===== src/rtl/mux_arb_pkg.sv =====
// rtl/mux_arb_pkg.sv - shared constants, state encoding and round-robin pick for mux_arb_4
package mux_arb_pkg;

  localparam int NUM_REQ          = 4;
  localparam int SEL_W            = 2;
  localparam int CNT_W            = 4;
  localparam int DEFAULT_MAX_HOLD = 8;

  typedef enum logic {
    IDLE  = 1'b0,
    GRANT = 1'b1
  } state_t;

  typedef struct packed {
    logic             found;
    logic [SEL_W-1:0] idx;
  } pick_t;

  // First set bit of req in the order ptr, ptr+1, ptr+2, ptr+3 (mod 4).
  // Walking the offsets downward lets the smallest offset overwrite the result last.
  function automatic pick_t rr_pick(input logic [NUM_REQ-1:0] req,
                                    input logic [SEL_W-1:0]   ptr);
    pick_t            p;
    logic [SEL_W-1:0] cand;
    p = '0;
    for (int k = NUM_REQ - 1; k >= 0; k--) begin
      cand = ptr + SEL_W'(k);
      if (req[cand]) begin
        p.found = 1'b1;
        p.idx   = cand;
      end
    end
    return p;
  endfunction

endpackage


===== src/rtl/mux_arb_4_mux.sv =====
// rtl/mux_arb_4_mux.sv - gate-level 4:1 single-bit data multiplexer
import mux_arb_pkg::*;

module mux_arb_4_mux (
  input  logic [NUM_REQ-1:0] d,
  input  logic [SEL_W-1:0]   sel,
  output logic               o
);

  logic sel0_n;
  logic sel1_n;
  logic t0;
  logic t1;
  logic t2;
  logic t3;

  not g_n0 (sel0_n, sel[0]);
  not g_n1 (sel1_n, sel[1]);

  and g_a0 (t0, d[0], sel1_n, sel0_n);
  and g_a1 (t1, d[1], sel1_n, sel[0]);
  and g_a2 (t2, d[2], sel[1], sel0_n);
  and g_a3 (t3, d[3], sel[1], sel[0]);

  or  g_o  (o, t0, t1, t2, t3);

endmodule


===== src/rtl/mux_arb_4.sv =====
// rtl/mux_arb_4.sv - 4-way round-robin arbiter with hold timeout driving a shared 1-bit output
import mux_arb_pkg::*;

module mux_arb_4 #(
  parameter int MAX_HOLD = DEFAULT_MAX_HOLD
) (
  input  logic               clk,
  input  logic               rst_n,
  input  logic [NUM_REQ-1:0] req,
  input  logic [NUM_REQ-1:0] i,
  output logic [NUM_REQ-1:0] gnt,
  output logic [SEL_W-1:0]   s,
  output logic               y,
  output logic               busy
);

  localparam logic [CNT_W-1:0] HOLD_LAST = CNT_W'(MAX_HOLD - 1);

  state_t             state;
  state_t             state_n;
  logic [NUM_REQ-1:0] gnt_n;
  logic [SEL_W-1:0]   s_n;
  logic [SEL_W-1:0]   ptr;
  logic [SEL_W-1:0]   ptr_n;
  logic [CNT_W-1:0]   hold_cnt;
  logic [CNT_W-1:0]   hold_n;
  logic               take;
  pick_t              pick;
  logic               mux_y;

  // Arbitration state; reset drops any grant immediately, without a clock.
  always_ff @(posedge clk or negedge rst_n) begin
    if (!rst_n) begin
      state    <= IDLE;
      gnt      <= '0;
      s        <= '0;
      ptr      <= '0;
      hold_cnt <= '0;
    end else begin
      state    <= state_n;
      gnt      <= gnt_n;
      s        <= s_n;
      ptr      <= ptr_n;
      hold_cnt <= hold_n;
    end
  end

  // Next grant: the holder is masked out so it can never win its own rotation,
  // and release is tested first so release+timeout behaves as plain release.
  always_comb begin
    state_n = state;
    gnt_n   = gnt;
    s_n     = s;
    ptr_n   = ptr;
    hold_n  = hold_cnt;
    take    = 1'b0;
    pick    = rr_pick(req & ~gnt, ptr);

    case (state)
      IDLE: begin
        take = pick.found;
      end
      GRANT: begin
        if (!req[s]) begin
          if (pick.found) begin
            take = 1'b1;
          end else begin
            gnt_n   = '0;
            state_n = IDLE;
          end
        end else if (hold_cnt == HOLD_LAST && pick.found) begin
          take = 1'b1;
        end else if (hold_cnt != HOLD_LAST) begin
          hold_n = hold_cnt + CNT_W'(1);
        end
      end
      default: begin
        gnt_n   = '0;
        state_n = IDLE;
      end
    endcase

    if (take) begin
      state_n = GRANT;
      gnt_n   = NUM_REQ'(1) << pick.idx;
      s_n     = pick.idx;
      ptr_n   = pick.idx + SEL_W'(1);
      hold_n  = '0;
    end
  end

  mux_arb_4_mux u_mux (
    .d   (i),
    .sel (s),
    .o   (mux_y)
  );

  assign busy = |gnt;
  assign y    = mux_y & busy;

endmodule


===== config.mk =====
export PLATFORM = sky130hd
export DESIGN_NAME = mux_arb_4
export DESIGN_NICKNAME = d
export VERILOG_FILES = /design/src/rtl/mux_arb_pkg.sv /design/src/rtl/mux_arb_4_mux.sv /design/src/rtl/mux_arb_4.sv
export SDC_FILE = /design/constraint.sdc
export NUM_CORES = 1
export LEC_CHECK = 0
export ABC_AREA = 1
export CAP_MARGIN = 10
export CELL_PAD_IN_SITES_DETAIL_PLACEMENT = 1
export CELL_PAD_IN_SITES_GLOBAL_PLACEMENT = 2
export CORE_MARGIN = 8
export CORE_UTILIZATION = 26
export CTS_CLUSTER_SIZE = 8
export DETAILED_ROUTE_END_ITERATION = 10
export HOLD_SLACK_MARGIN = 0.06
export PLACE_DENSITY = 0.75
export SETUP_SLACK_MARGIN = 0.02
export SLEW_MARGIN = 10
export SYNTH_ARGS = -nofsm -noshare
export SYNTH_HDL_FRONTEND = slang
export SYNTH_SLANG_ARGS = --single-unit

===== constraint.sdc =====
create_clock -name clk -period 1.6 [get_ports clk]
set_clock_uncertainty 0.1 [all_clocks]
set_input_delay 0.16 -clock clk [delete_from_list [all_inputs] [get_ports clk]]
set_output_delay 0.16 -clock clk [all_outputs]
set_load 0.01 [all_outputs]

# After elaboration in Yosys (flattened, before gate mapping)

Index checks and enable logic that the tools add are counted.

Reductions and logical operators: 12
Shift-type cells: 1
Muxes and demuxes: 30
Add/subtract/negate cells: 5
Equality and inequality tests: 5
$lt $le $gt $ge: 5
Bitwise logic cells: 6

Operators with widths:

| kind                                                                   | number |
|---|---|
| 4-bit 2-to-1 mux                                                       | 9 |
| 2-bit by 3-bit < comparator with 1-bit output (second input constant)  | 5 |
| 3-bit AND reduction                                                    | 5 |
| 3-bit 2-to-1 mux                                                       | 4 |
| 1-bit 2-to-1 mux                                                       | 11 |
| 1-bit binary-select mux with 2-bit select                              | 5 |
| 4-bit OR reduction                                                     | 2 |
| 2-bit != test (second input constant)                                  | 3 |
| 2-bit nonzero test                                                     | 3 |
| 2-bit by 1-bit adder with 2-bit output (second input constant)         | 2 |
| 2-bit adder (second input constant)                                    | 2 |
| 4-bit by 1-bit adder with 4-bit output (second input constant)         | 1 |
| 4-bit bitwise AND                                                      | 1 |
| 4-bit by 3-bit equality test with 1-bit output (second input constant) | 1 |
| 4-bit by 3-bit != test with 1-bit output (second input constant)       | 1 |
| 4-bit NOT                                                              | 1 |
| 4-bit AND reduction                                                    | 1 |
| 1-bit by 2-bit left shift with 4-bit output (first input constant)     | 1 |
| 1-bit NOT                                                              | 3 |
| 1-bit case mux with 2 select lines                                     | 1 |
| 1-bit bitwise AND                                                      | 1 |
| 1-bit logical AND                                                      | 1 |

Bits in registers: 13

# Depth between registers and ports, before layout

Gate-level depths: netlist of the first run.

Depth in word-level cells: 14
Gate-level depth with buffers: 15

# Hierarchy

From an unflattened synthesis of the first run, not the netlist that was laid out.

Cells, all modules: 141
Area total of the unflattened synthesis: 991.0 um^2

By module, submodules not included:

| module        | instances | cells an instance | area an instance (um^2) | sequential area each (um^2) |
|---|---|---|---|---|
| mux_arb_4     | 1         | 128               | 939.7                   | 325.3 |
| mux_arb_4_mux | 1         | 13                | 51.3                    | 0.0 |

# Worst setup path before layout of the first run

Ideal clock, no wire load.

Path type: reg2reg
From: register ptr[0]
To: register ptr[1]
Period minus slack after synthesis: 1.729 ns
Arrival time: 1.511 ns
Cell stages (with the launch flop): 13
Path buffers: 1
Setup slack: -0.129 ns
Cells stage by stage: dfrtp_1 -> buf_6 -> xnor2_1 -> nand2_1 -> nand2_1 -> inv_1 -> nand2_2 -> nand2_1 -> nand2_1 -> nand2_1 -> ha_1 -> nand2_2 -> o21ai_2

RTL lines:

| item                     | RTL line        | text |
|---|---|---|
| start: declaration       | mux_arb_4.sv:23 | `logic [SEL_W-1:0] ptr;` |
| start signal: assignment | mux_arb_4.sv:43 | `ptr <= ptr_n;` |

==> results of run 1 <==
-- flip-flops by register name (all words and copies together) (netlist names) --
name	count
s	2
gnt	4
ptr	2
hold_cnt	4
state	1
-- through the flow --
step	worst slack, ns	power, W	hold slack (ns)	util
final	-0.170	0.00380	0.135	0.444
after global routing	-0.313	0.00420	0.148	0.444
after CTS	-0.177	0.00366	0.148	0.422
after detailed placement	-0.378	0.00312	0.383	0.384
after global placement	-0.338	0.00302	0.369	0.384
after floorplan	-0.0256	0.00215	-0.236	-
-- synthesized netlist by cell type, types with 2 or more instances --
| cell type | number |
|---|---|
| nand2_1 | 42 |
| nand3_1 | 19 |
| inv_1 | 15 |
| dfrtp_1 | 13 |
| ha_1 | 5 |
| nand3_2 | 5 |
| nand2_2 | 4 |
| nor2_1 | 4 |
| inv_2 | 2 |
| nor2_2 | 2 |
| o21ai_0 | 2 |
-- power by group through the flow --
stage	clock [W]	sequential (W)	combinational, W
global route	0.000320	0.000687	0.00319
detailed placement	0	0.000651	0.00247
CTS	0.000304	0.000656	0.00270
floorplan	0	0.000620	0.00153
finish	0.000296	0.000668	0.00284
global placement	0	0.000641	0.00238
-- worst max-delay path by stage --
stage	from	end	slack, ns
floorplan	ptr[0]	ptr[1]	-0.03
global placement	req[1]	gnt[0]	-0.34
detailed placement	req[1]	ptr[1]	-0.38
CTS	ptr[0]	ptr[1]	-0.18
global route	ptr[0]	gnt[0]	-0.31
finish	ptr[0]	gnt[2]	-0.17
-- critical path: cells and delay by family, from the launching register on --
| family | cells | cell delay, ns |
|---|---|---|
| and+or+nand+nor | 10 | 0.74 |
| DFF | 1 | 0.50 |
| adders and majority gates | 1 | 0.16 |
| buffers and inverters | 2 | 0.16 |
-- cells in the final DEF, fill, tap and decap left out, drive strengths merged --
master / synthesis / layout
ha: 5 / 5
buf: 1 / 31
dlymetal6s2s: 0 / 2
inv: 19 / 19
nor2: 6 / 6
nor3: 1 / 1
clkdlybuf4s50: 0 / 12
xnor2: 1 / 1
nor4: 1 / 1
dlygate4sd2: 0 / 1
and3: 1 / 1
nand3: 24 / 24
a41oi: 1 / 1
nand2: 48 / 49
dfrtp: 13 / 13
a22o: 1 / 1
xor2: 1 / 1
clkbuf: 0 / 4
o21ai: 4 / 4
o41ai: 1 / 1
-- cell families (layout without fill, tap and decap cells) --
family | Yosys count | after routing | share of synthesized area
simple gates | 81 | 82 | 0.432
buf+inv | 20 | 69 | 0.0936
flops | 13 | 13 | 0.338
compound gates | 7 | 7 | 0.0533
fa+ha+maj | 5 | 5 | 0.0650
xor+xnor | 2 | 2 | 0.0182
-- what timing repair did --
action                                  CTS  global route
endpoints found under the setup margin   17            17
gates cloned                              1             0
setup buffers                             6             2
pin swaps                                 7             1
resized for setup                        28            16
-- cell type report --
type / instances / area [µm²]
fillers: 439 / 2010
flip-flops and latches: 13 / 329
inverters: 19 / 78.8
well taps: 48 / 60.1
multi-input cells: 96 / 696
repair buffers: 46 / 392
clock buffers: 4 / 45.0
-- per-layer routing --
layer / vias to the layer above / wire length, µm
li1: 510 / -
met1: 471 / 1360
met2: 18 / 1630
met3: 2 / 101
met4: 0 / 28
met5: - / 0
==> metrics.md, run 1 <==
| Metric | Value |
|---|---|
| HP Class | `in -> async` |
| GRT Max-Usage Layer | `met2` |
| Area of the die | `5900 µm²` |
| Final GP Congestion | `0.827` |
| Synthesized area | `962 µm²` |
| Fin nets | `around 190` |
| Comb pwr share | `0.746` |
| Final WL | `3.13 mm` |
| CTS tree | `built` |
| Cell chain of the critical path | `inv_4 > nand3_2 > nand2_2 > nand2_2 > nand2_2 > nand2_4 > nand2_2 > nand2_2 > nand2_4 > inv_2 > ha_2 > nand2_1 > nand2_1` |
| Routed Antenna Nets | `0` |
| # DRC | `0` |
| Row count | `22` |
| Worst R2R Path Depth | `13` |
| Worst-Margin Slew | `0.287 ns` |
| Met1 GRT Util | `0.123` |
| First-pass GRT wire length | `5.21 mm` |
| Critical path peak fanout | `8` |
| Clock period minus worst slack | `1.77 ns` |
| Vias in the first global route | `1100` |
| Clock share of power | `0.078` |
| Slew HR | `0.806` |
| Internal power | `0.00195 W` |
| Top-Level Pins | `18` |
| H-tree Lvls | `1` |
| Worst Setup Slack, final | `-0.170 ns` |
| FF+latch count, synth | `13` |
| Critical path capture point type | `flip-flop` |
| Non-Filler Instances | `226` |
| Largest net degree at the start of global routing | `14` |
| Share of the synthesized area in the top cell type | `0.338` |
| Antenna cells | `0` |
| Post-DP HPWL | `2.35 mm` |
| Die width | `76.8 µm` |
| RSZ-0062 raised after global routing | `true` |
| Met2 GRT Util | `0.185` |
| Outcome | `finished with violations` |
| Peak supply drop | `853 µV` |
| Syn-to-layout area delta | `66.3%` |
| Top_reg_cell synth | `dfrtp_1` |
| Pleak | `0.817 nW` |
| Area after DPL | `1380 µm²` |
| Placed cell count | `213` |
| Die height | `between 70 and 80 µm` |
| CP Launch Type | `flip-flop` |
| R2r endpoint | `gnt[2]` |
| Avg Vias per Cell | `4.43` |
| Met3 usage | `0.0198` |
| Crit-path most repeated cell | `nand2_2` |
| Sw Pwr | `roughly 0.0019 W` |
| Pwr dens | `2380 nW/µm²` |
| Syn Inst Count | `128` |
| TritonCTS buffer count | `3` |
| GRT Total Usage | `0.105` |
| Post-route cell area | `1600 µm²` |
| 1st-iter DRT viols | `23` |
| Switching part of the total power | `0.487` |
| Critical path arrival | `around 1.8 ns` |
| Register area share after synthesis | `0.338` |
| Crit Path Class | `reg -> reg` |
| Final Hold Fails | `0` |
| Synth top area cells | `dfrtp_1, nand2_1, nand3_1, ha_1, inv_1` |
| Critical path's largest stage delay | `roughly 0.5 ns` |
| Share of cells above drive strength 1 | `0.506` |
| Reg2reg start | `ptr[0]` |
| Root Buffer | `clkbuf_8` |
| Worst-Skew Late Latency | `about 0.24 ns` |
| Initial antenna violation count | `0` |
| Hold_buf cts | `0` |
| Synth cell types | `26` |
| Data required, critical path | `1.63 ns` |
| R2R Setup Slk | `-0.17 ns` |
| Core Box Area | `3610 µm²` |
| FFs w/ async S/R, synth | `1.00` |
| Tcrit/Tclk final | `1.11` |
| Violated checks | `setup timing` |
| Final Setup Violations | `13` |
| CTS Buffer Depth | `2` |
| Number of flops mapped to enable cells by yosys | `0` |
| Clk sinks | `13` |
| Mapped Nets | `~140` |
| Fmax | `roughly 570 MHz` |
| Synth warn | `0` |
| Avg WL per Cell | `roughly 14 µm` |
| Setup_tns | `-1.16 ns` |
| Flop pwr share | `0.176` |
| Slew Limit Fails | `0` |
| DRT Pass-1 Iters | `2` |
| Mean Syn Cell Area | `7.52 µm²` |
| Max-cap violation count | `0` |
| Cell taking the most area after synthesis | `dfrtp_1` |
| Total gr overflow | `0` |
| PortBufs | `17` |
| Crit-path slowest cell | `dfrtp_2` |
| Clock transition at path regs | `0.06 ns` |
| Vias | `1001` |
| Initial Util | `0.267` |
Note: power is estimated with default switching activity, not from simulation.
==> inputs of run 2 (changes only) <==
- CORE_UTILIZATION: 26 -> 25
- PLACE_DENSITY: 0.75 -> 0.74
- SYNTH_HIERARCHICAL: not set -> 1
==> metrics.md, run 2 <==
| Metric | Value |
|---|---|
| Outcome | `finished with violations (unchanged)` |
| Violated checks | `setup timing (unchanged)` |
| Mapped Nets | `156 (was 143)` |
| Largest net degree at the start of global routing | `14 (unchanged)` |
| Design Power | `0.00436 W (was 0.00380 W)` |
| Clock period minus worst slack | `1.82 ns (was 1.77 ns)` |
| # DRC | `0 (unchanged)` |
| Compound-gate portion of the synthesized area | `0.0657 (was 0.0533)` |
| HP Class | `in -> async (unchanged)` |
| Final Setup Violations | `9 (was 13)` |
| Crit path from | `ptr[0] (unchanged)` |
| Post-DP HPWL | `2.59 mm (was 2.35 mm)` |
| Final GP Congestion | `0.744 (was 0.827)` |
| Die height | `79.0 µm (was 76.8 µm)` |
| Synth Area in Adders | `0.0631 (was 0.0650)` |
| Flop pwr share | `0.146 (was 0.176)` |
| Pleak | `0.893 nW (was 0.817 nW)` |
| Synth warn | `6 (was 0)` |
| Non-Filler Instances | `242 (was 226)` |
| TritonCTS buffer count | `3 (unchanged)` |
| Synth cell types | `24 (was 26)` |
| Routed Antenna Nets | `0 (unchanged)` |
| FFs w/ async S/R, synth | `1.00 (unchanged)` |
| CTS Buffer Depth | `2 (unchanged)` |
| Count leader, synth | `nand2_1 (unchanged)` |
| Met2 WL | `1.94 mm (was 1.63 mm)` |
| 1st-iter DRT viols | `56 (was 23)` |
| Core Box Area | `3910 µm² (was 3610 µm²)` |
| Clock share of power | `0.070 (was 0.078)` |
| Critical path arrival | `1.86 ns (was 1.80 ns)` |
| Crit Path Class | `reg -> reg (unchanged)` |
| Top_reg_cell synth | `dfrtp_1 (unchanged)` |
| Avg WL per Cell | `14.7 µm (was 13.8 µm)` |
| Worst Setup Slack, final | `-0.224 ns (was -0.170 ns)` |
| Biggest regs | `gnt: 4 flops, hold_cnt: 4 flops (unchanged)` |
| Clock transition at path regs | `0.06 ns (about the same)` |
| Final Hold Fails | `0 (unchanged)` |
| Area of the die | `6230 µm² (was 5900 µm²)` |
| DRT Pass-1 Iters | `4 (was 2)` |
| CP Launch Type | `flip-flop (unchanged)` |
| RSZ-0062 raised after global routing | `true (unchanged)` |
| Fin nets | `208 (was 194)` |
| Vias | `1101 (was 1001)` |
| Peak supply drop | `1040 µV (was 853 µV)` |
| H-tree Lvls | `1 (unchanged)` |
| GRT Total Usage | `0.108 (was 0.105)` |
| Die width | `79.0 µm (was 76.8 µm)` |
| Syn-to-layout area delta | `75.8% (was 66.3%)` |
| Most common cell after layout, fill and taps aside | `nand2_1 (was buf_4)` |
| Slew HR | `0.798 (was 0.806)` |
| Slew Limit Fails | `0 (unchanged)` |
| CTS tree | `built (unchanged)` |
| Critical path peak fanout | `5 (was 8)` |
| Syn Inst Count | `141 (was 128)` |
| Critical path capture point type | `flip-flop (unchanged)` |
| Total gr overflow | `0 (unchanged)` |
| Register area share after synthesis | `0.328 (was 0.338)` |
| Commonest cells post-synth | `nand2_1, inv_1, nand3_1 (was nand2_1, nand3_1, inv_1)` |
| Uppermost layer routed | `met4 (unchanged)` |
| Initial Util | `0.253 (was 0.267)` |
| WL met1 | `1.47 mm (was 1.36 mm)` |
| Initial antenna violation count | `0 (unchanged)` |
| Area of the multi-input gates | `753 µm² (was 696 µm²)` |
| Tcrit/Tclk final | `1.14 (was 1.11)` |
| Number of flops mapped to enable cells by yosys | `0 (unchanged)` |
| Final WL | `3.57 mm (was 3.13 mm)` |
| Final core occ | `0.445 (was 0.444)` |
| Vias in the first global route | `1184 (was 1100)` |
| Fmax | `548 MHz (was 565 MHz)` |
| Simple-Gate Fraction of Synth Area | `0.419 (was 0.432)` |
| Fill cells | `481 (was 439)` |
| Share of the synthesized area in the top cell type | `0.328 (was 0.338)` |
| Most frequent cells in the layout | `nand2_1, buf_4, nand3_1 (was buf_4, nand2_1, nand2_2)` |
| Comb pwr share | `0.783 (was 0.746)` |
| Top-Level Pins | `18 (unchanged)` |
| Register area | `328 µm² (was 329 µm²)` |
| Share of cells above drive strength 1 | `0.464 (was 0.506)` |
| Max-cap violation count | `0 (unchanged)` |
| Cell taking the most area after synthesis | `dfrtp_1 (unchanged)` |
| Worst-Skew Late Latency | `0.25 ns (was 0.24 ns)` |
| Synth Area in XOR/XNOR | `0.0177 (was 0.0182)` |
| Avg Vias per Cell | `4.55 (was 4.43)` |
| Antenna cells | `0 (unchanged)` |
| PortBufs | `17 (unchanged)` |
| Placed cell count | `225 (was 213)` |
| Hold_buf cts | `0 (unchanged)` |
| Pwr dens | `2500 nW/µm² (was 2380 nW/µm²)` |
| Largest family of logic cells by synthesized area | `simple AND/OR/NAND/NOR gates (unchanged)` |
| Switching part of the total power | `0.478 (was 0.487)` |
| Synthesized area | `991 µm² (was 962 µm²)` |
| Internal power | `0.00227 W (was 0.00195 W)` |
| Met3 wire length | `145 µm (was 101 µm)` |
| Root Buffer | `clkbuf_8 (unchanged)` |
| FF+latch count, synth | `13 (unchanged)` |
| Worst-Margin Slew | `0.302 ns (was 0.287 ns)` |
| Sw Pwr | `0.00208 W (was 0.00185 W)` |
| Data required, critical path | `1.64 ns (was 1.63 ns)` |
| Multiplexer share of the synthesized area | `0 (unchanged)` |
| Row count | `23 (was 22)` |
| First-pass GRT wire length | `5.42 mm (was 5.21 mm)` |
| Reg2reg start | `ptr[0] (unchanged)` |
| Mean Syn Cell Area | `7.03 µm² (was 7.52 µm²)` |
| Clk sinks | `13 (unchanged)` |
| Synth top area cells | `dfrtp_1, nand2_1, nand3_1, inv_1, ha_1 (was dfrtp_1, nand2_1, nand3_1, ha_1, inv_1)` |
-- run 2: cell count changes after synthesis, sizes merged, moves of 3 or more --
cell and delta:
nand2 +7, a21oi +3, inv +3, nand3 -3
o21ai +3
-- run 2: layout make-up --
class | instances | share of cell area
clock buffer | 4 | 0.0259
timing repair buffer | 49 | 0.264
sequential | 13 | 0.188
multi-input combinational | 103 | 0.432
tap | 50 | 0.0359
inverter | 23 | 0.0539
-- run 2: path summary, 6_finish.rpt --
check / to / slack, ns / depth (start not counted)
setup reg to reg: gnt[1] / -0.22 / 13
setup / recovery: gnt[1] / -0.22 / 13
hold / removal: ptr[0] / 0.12 / 2
hold reg to reg: hold_cnt[1] / 0.46 / 2
min in group clk: hold_cnt[1] / 0.46 / 2
max in group asynchronous: s[1] / 1.09 / 2
-- run 2: cell families (layout without fill, tap and decap cells) --
group                    after synthesis  in the layout
AO/OA/AOI/OAI                         11             11
XOR/XNOR                               2              2
adder cells (fa/ha/maj)                5              5
buffers and inverters                 25             76
flip-flops                            13             13
AND/OR/NAND/NOR                       85             85
-- run 2: critical path: stages (launching register included) --
cell	delay, ns
dfrtp_1	0.42
buf_6	0.18
nand3_4	0.09
nand2_4	0.10
nand2_2	0.05
nand2_1	0.06
inv_1	0.05
nand2_2	0.09
nand2_2	0.08
nand2_4	0.08
nand2_4	0.08
ha_1	0.20
nand2_1	0.08
nand2_1	0.06
-- run 2: stage by stage --
stage / TNS [ns] / setup WS [ns] / instance area (µm²) / hold WS, ns
after floorplan: -0.123 / -0.0410 / 1040 / -0.236
after global placement: -2.91 / -0.386 / 1400 / 0.385
after detailed placement: -3.31 / -0.411 / 1400 / 0.394
after CTS: -1.18 / -0.206 / 1550 / 0.127
after global routing: -2.64 / -0.374 / 1740 / 0.151
final: -1.22 / -0.224 / 1740 / 0.124
-- run 2: metal layers --
layer | global-route usage | up-vias
met1 | 0.116 | 539
met2 | 0.207 | 19
met5 | 0 | -
li1 | - | 541
met4 | 0.0111 | 0
met3 | 0.0316 | 2
-- run 2: power by group through the flow --
stage	combinational (W)	sequential, W	clock, W
after floorplan	0.00146	0.000612	0
after global placement	0.00230	0.000620	0
after detailed placement	0.00241	0.000626	0
after CTS	0.00281	0.000621	0.000316
after global routing	0.00372	0.000655	0.000326
final	0.00341	0.000638	0.000307
-- run 2: repair_timing --
item / CTS / global route
pin swaps: 6 / 22
resized for setup: 20 / 40
endpoints found under the setup margin: 13 / 16
buffers inserted: 9 / 6
==> inputs of run 3 (changes only) <==
- CAP_MARGIN: 10 -> 0
==> results of run 3 <==
Final layout, timing and power as in run 2 (identical DEF).
==> RTL change 1, RTL diff (config.mk and constraints of run 1) <==
The package constant `SEL_W` goes from 2 to 3.
--- a/src/rtl/mux_arb_pkg.sv
+++ b/src/rtl/mux_arb_pkg.sv
@@ -2,7 +2,7 @@
 package mux_arb_pkg;
 
   localparam int NUM_REQ          = 4;
-  localparam int SEL_W            = 2;
+  localparam int SEL_W            = 3;
   localparam int CNT_W            = 4;
   localparam int DEFAULT_MAX_HOLD = 8;
 
Interface: changed (resized s); port bits go from 18 to 19. No check against the original RTL was run, so the function may have changed too.
==> RTL change 1 against run 1 <==
- the run still ends with setup timing left
- worst setup slack got worse by 0.26 ns
- global-route usage is 2.2 points higher
- sequential cell count increased by 2
- fmax decreased by 13%
- cell area grew 22%
- critical endpoint is now ptr[2]
- critical path depth down 1
- area after synthesis up 20%
- utilization is 0.90 points higher
- wire length up 29%
Power is left out: the tool's default activity adds up to more than one toggle a clock period on the data nets, which glitch-free logic cannot reach.
==> RTL change 1: results (changes against run 1) <==
stage,metric,value,unit,change
final_layout,buffer_area_share,26.6,%,was 24.5%
timing,slew_headroom,83.8,%,was 80.6%
global_route,number_of_global_route_vias_before_repair,1397,,was 1100
final_layout,non_clock_buffer_count,60,,was 46
placed_design,placed_cell_area,1690,um^2,was 1380 um^2
global_route,gr-usage-all-layers,12.7,%,was 10.5%
global_route,groute.layer.met2.usage,24.9,%,was 18.5%
setup_path,r2r-start,ptr[0],,unchanged
clock_tree,worst_setup_hold_path_clk_slew,0.06,ns,about the same
detailed_routing,detail_route.wirelength,4040,um,was 3130 um
final_layout,multi_input_area,883,um^2,was 696 um^2
logic_synthesis,synth_top_cells_by_area,"dfrtp_1, nand3_1, nand2_1, ha_1, nand2_2",,"was dfrtp_1, nand2_1, nand3_1, ha_1, inv_1"
global_route,grt_first_pass_wirelength,6740,um,was 5210 um
timing,timing.final.setup_violations,16,,was 13
placed_design,port_buffers,18,,was 17
final_layout,nonClockInverterCount,16,,was 19
timing,finalWorstSetupSlack,-0.434,ns,was -0.170 ns
final_layout,drive_above_1_share,50.5,%,was 50.6%
placed_design,place.detailed.hpwl,3030,um,was 2350 um
global_route,grt_antenna_before_repair,0,,unchanged
setup_path,worst_r2r_path_depth,12,,was 13
detailed_routing,wl_met3,197,um,was 101 um
final_layout,count_of_multi_input_gates,113,,was 96
timing,final.hold.worst_slack,0.129,ns,was 0.135 ns
logic_synthesis,netlist_top_cells_count,"nand2_1, nand3_1, dfrtp_1, inv_1, nand2_2",,"was nand2_1, nand3_1, inv_1, dfrtp_1"
detailed_routing,route.detailed.vias_per_inst,4.72,,was 4.43
placed_design,dp_worst_setup_slack,-0.629,ns,was -0.378 ns
detailed_routing,initialDrtViolationCount,30,,was 23
final_layout,clock_tree_area_fraction,2.30,%,was 2.81%
global_route,largest_net_degree_at_the_start_of_global_routing,16,,was 14
timing,fin_tns_setup,-5.17,ns,was -1.16 ns
detailed_routing,wl_met2,2240,um,was 1630 um
outcome,violations,setup timing,,unchanged
setup_path,critical_path.max_fanout,5,,was 8
setup_path,critPathMaxStageDelay,0.47,ns,was 0.50 ns
global_route,met1_usage,13.3,%,was 12.3%
logic_synthesis,synth-seq-area-share,32.5,%,was 33.8%
outcome,run_status,"finished, violations left",,unchanged
detailed_routing,m1WireLength,1570,um,was 1360 um
final_layout,seqCellArea,377,um^2,was 329 um^2
placed_design,routabilityCongestion,0.802,,was 0.827
final_layout,fill_cells,524,,was 439
logic_synthesis,post_synth_net_total,164,,was 143
final_layout,num-nets-final,227,,was 194
global_route,met3_usage,2.27,%,was 1.98%
detailed_routing,drtPass1Iterations,4,,was 2
[RTL change 1: critical path: cells and delay by family, from the launching register on]
kind                       cells  cell delay (ns)
adders and majority gates      2             0.44
buffers and inverters          2             0.20
DFF                            1             0.47
and+or+nand+nor                6             0.54
AOI/OAI and AO/OA              2             0.18
[RTL change 1: stage by stage]
step | utilization (%) | cells
after floorplan | - | 146
after global placement | 39.1 | 247
after detailed placement | 39.1 | 247
after CTS | 43.1 | 258
after global routing | 45.3 | 260
final | 45.3 | 260
[RTL change 1: repair_timing]
item	4_1_cts	5_1_grt
resized for setup	32	20
pin swaps	11	14
endpoints found under the setup margin	18	17
setup buffers	6	4
gates cloned	1	0
[RTL change 1: cells by family after synthesis]
family / Yosys count / synth area share (%)
adder cells (fa/ha/maj): 8 / 8.67
AO/OA/AOI/OAI: 16 / 9.21
buffers and inverters: 19 / 7.91
AND/OR/NAND/NOR: 85 / 39.4
flip-flops: 15 / 32.5
XOR/XNOR: 3 / 2.28
==> RTL change 2, RTL diff (settings of run 1) <==
Without the edit above. Reset style: synchronous (`rst_n`), changed in one clocked block.
--- a/src/rtl/mux_arb_4.sv
+++ b/src/rtl/mux_arb_4.sv
@@ -29,7 +29,7 @@
   logic               mux_y;
 
   // Arbitration state; reset drops any grant immediately, without a clock.
-  always_ff @(posedge clk or negedge rst_n) begin
+  always_ff @(posedge clk) begin
     if (!rst_n) begin
       state    <= IDLE;
       gnt      <= '0;
Formal check against the unedited RTL: differs if rst_n is asserted again (counterexample within 4 cycles, from zero or initial values and one cycle with rst_n low); with rst_n held inactive, the same outputs for 10 cycles.
==> RTL change 2 against run 1 <==
- the flow still finishes with violations (setup timing)
- total power decreased by 4.7%
- first-iteration DRC count increased by 70%
- sequential share of layout area down 4.9 points
- worst setup slack got worse by 0.021 ns
- cell area increased by 9.9%
- final cell count grew 6.2%
- sequential cell count stayed put
- area after synthesis fell by 2.1%
- wire length rose by 18%
- highest routed layer unchanged
==> RTL change 2: results (changes against run 1) <==
stage,metric,value,unit,change
setup_path,critPathMaxStageDelay,0.38,ns,was 0.50 ns
final_layout,nonClockInverterCount,24,,was 19
worst_hold_path,hp-class,reg -> reg,,was in -> async
global_route,largest_net_degree_at_the_start_of_global_routing,9,,was 14
power,netSwitchingPower,1.76,mW,was 1.85 mW
global_route,grt_first_pass_wirelength,5690,um,was 5210 um
placed_design,placed_cells,228,,was 213
power,power_sequential,541,uW,was 668 uW
final_layout,fill_cells,447,,was 439
logic_synthesis,synth_top_flop_cell,dfxtp_1,,was dfrtp_1
final_layout,multi_input_area,828,um^2,was 696 um^2
clock_tree,clk_root_buffer_cell,clkbuf_4,,was clkbuf_8
timing,finalWorstSetupSlack,-0.191,ns,was -0.170 ns
power,pwr-share-clk,6.0,%,was 7.8%
global_route,met3_usage,2.95,%,was 1.98%
timing,timing.final.setup_violations,10,,was 13
power,power_total,3.63,mW,was 3.80 mW
power,power.static_leakage,0.854,nW,was 0.817 nW
logic_synthesis,post_synth_inst_count,138,,was 128
placed_design,dp_worst_setup_slack,-0.551,ns,was -0.378 ns
detailed_routing,drtPass1Iterations,3,,was 2
final_layout,num-nets-final,208,,was 194
outcome,run_status,"finished, violations left",,unchanged
detailed_routing,detail_route.wirelength,3680,um,was 3130 um
detailed_routing,wl_met2,1810,um,was 1630 um
logic_synthesis,synth_top_cells_by_area,"dfxtp_1, nand2_1, nand3_1, inv_1, ha_1",,"was dfrtp_1, nand2_1, nand3_1, ha_1, inv_1"
final_layout,count_of_multi_input_gates,101,,was 96
final_layout,drive_above_1_share,56.8,%,was 50.6%
placed_design,place.detailed.hpwl,2430,um,was 2350 um
outcome,violations,setup timing,,unchanged
final_layout,non_clock_buffer_count,50,,was 46
-- RTL change 2: changes by cell type after synthesis, sizes merged, moves of 2 or more --
cell   before  now
dfrtp      13    0
nand2      48   37
dfxtp       0   13
a21oi       0   10
nor2        6    9
nand4       0    2
or2         0    2
inv        19   24
-- RTL change 2: worst paths after layout --
path	startpoint	end	slack (ns)	cells after the start
max reg2reg	ptr[0]	gnt[1]	-0.19	12
min	hold_cnt[1]	hold_cnt[1]	0.42	2
min reg2reg	hold_cnt[1]	hold_cnt[1]	0.42	2
max	ptr[0]	gnt[1]	-0.19	12
-- RTL change 2: cell families (layout without fill, tap and decap cells) --
kind of cell	after synthesis	in the layout	synth area share, %
flip-flops	13	13	27.6
XOR/XNOR	3	3	3.59
buffers and inverters	25	78	11.0
adder cells (fa/ha/maj)	5	5	6.64
AO/OA/AOI/OAI	15	15	8.77
AND/OR/NAND/NOR	77	78	42.4
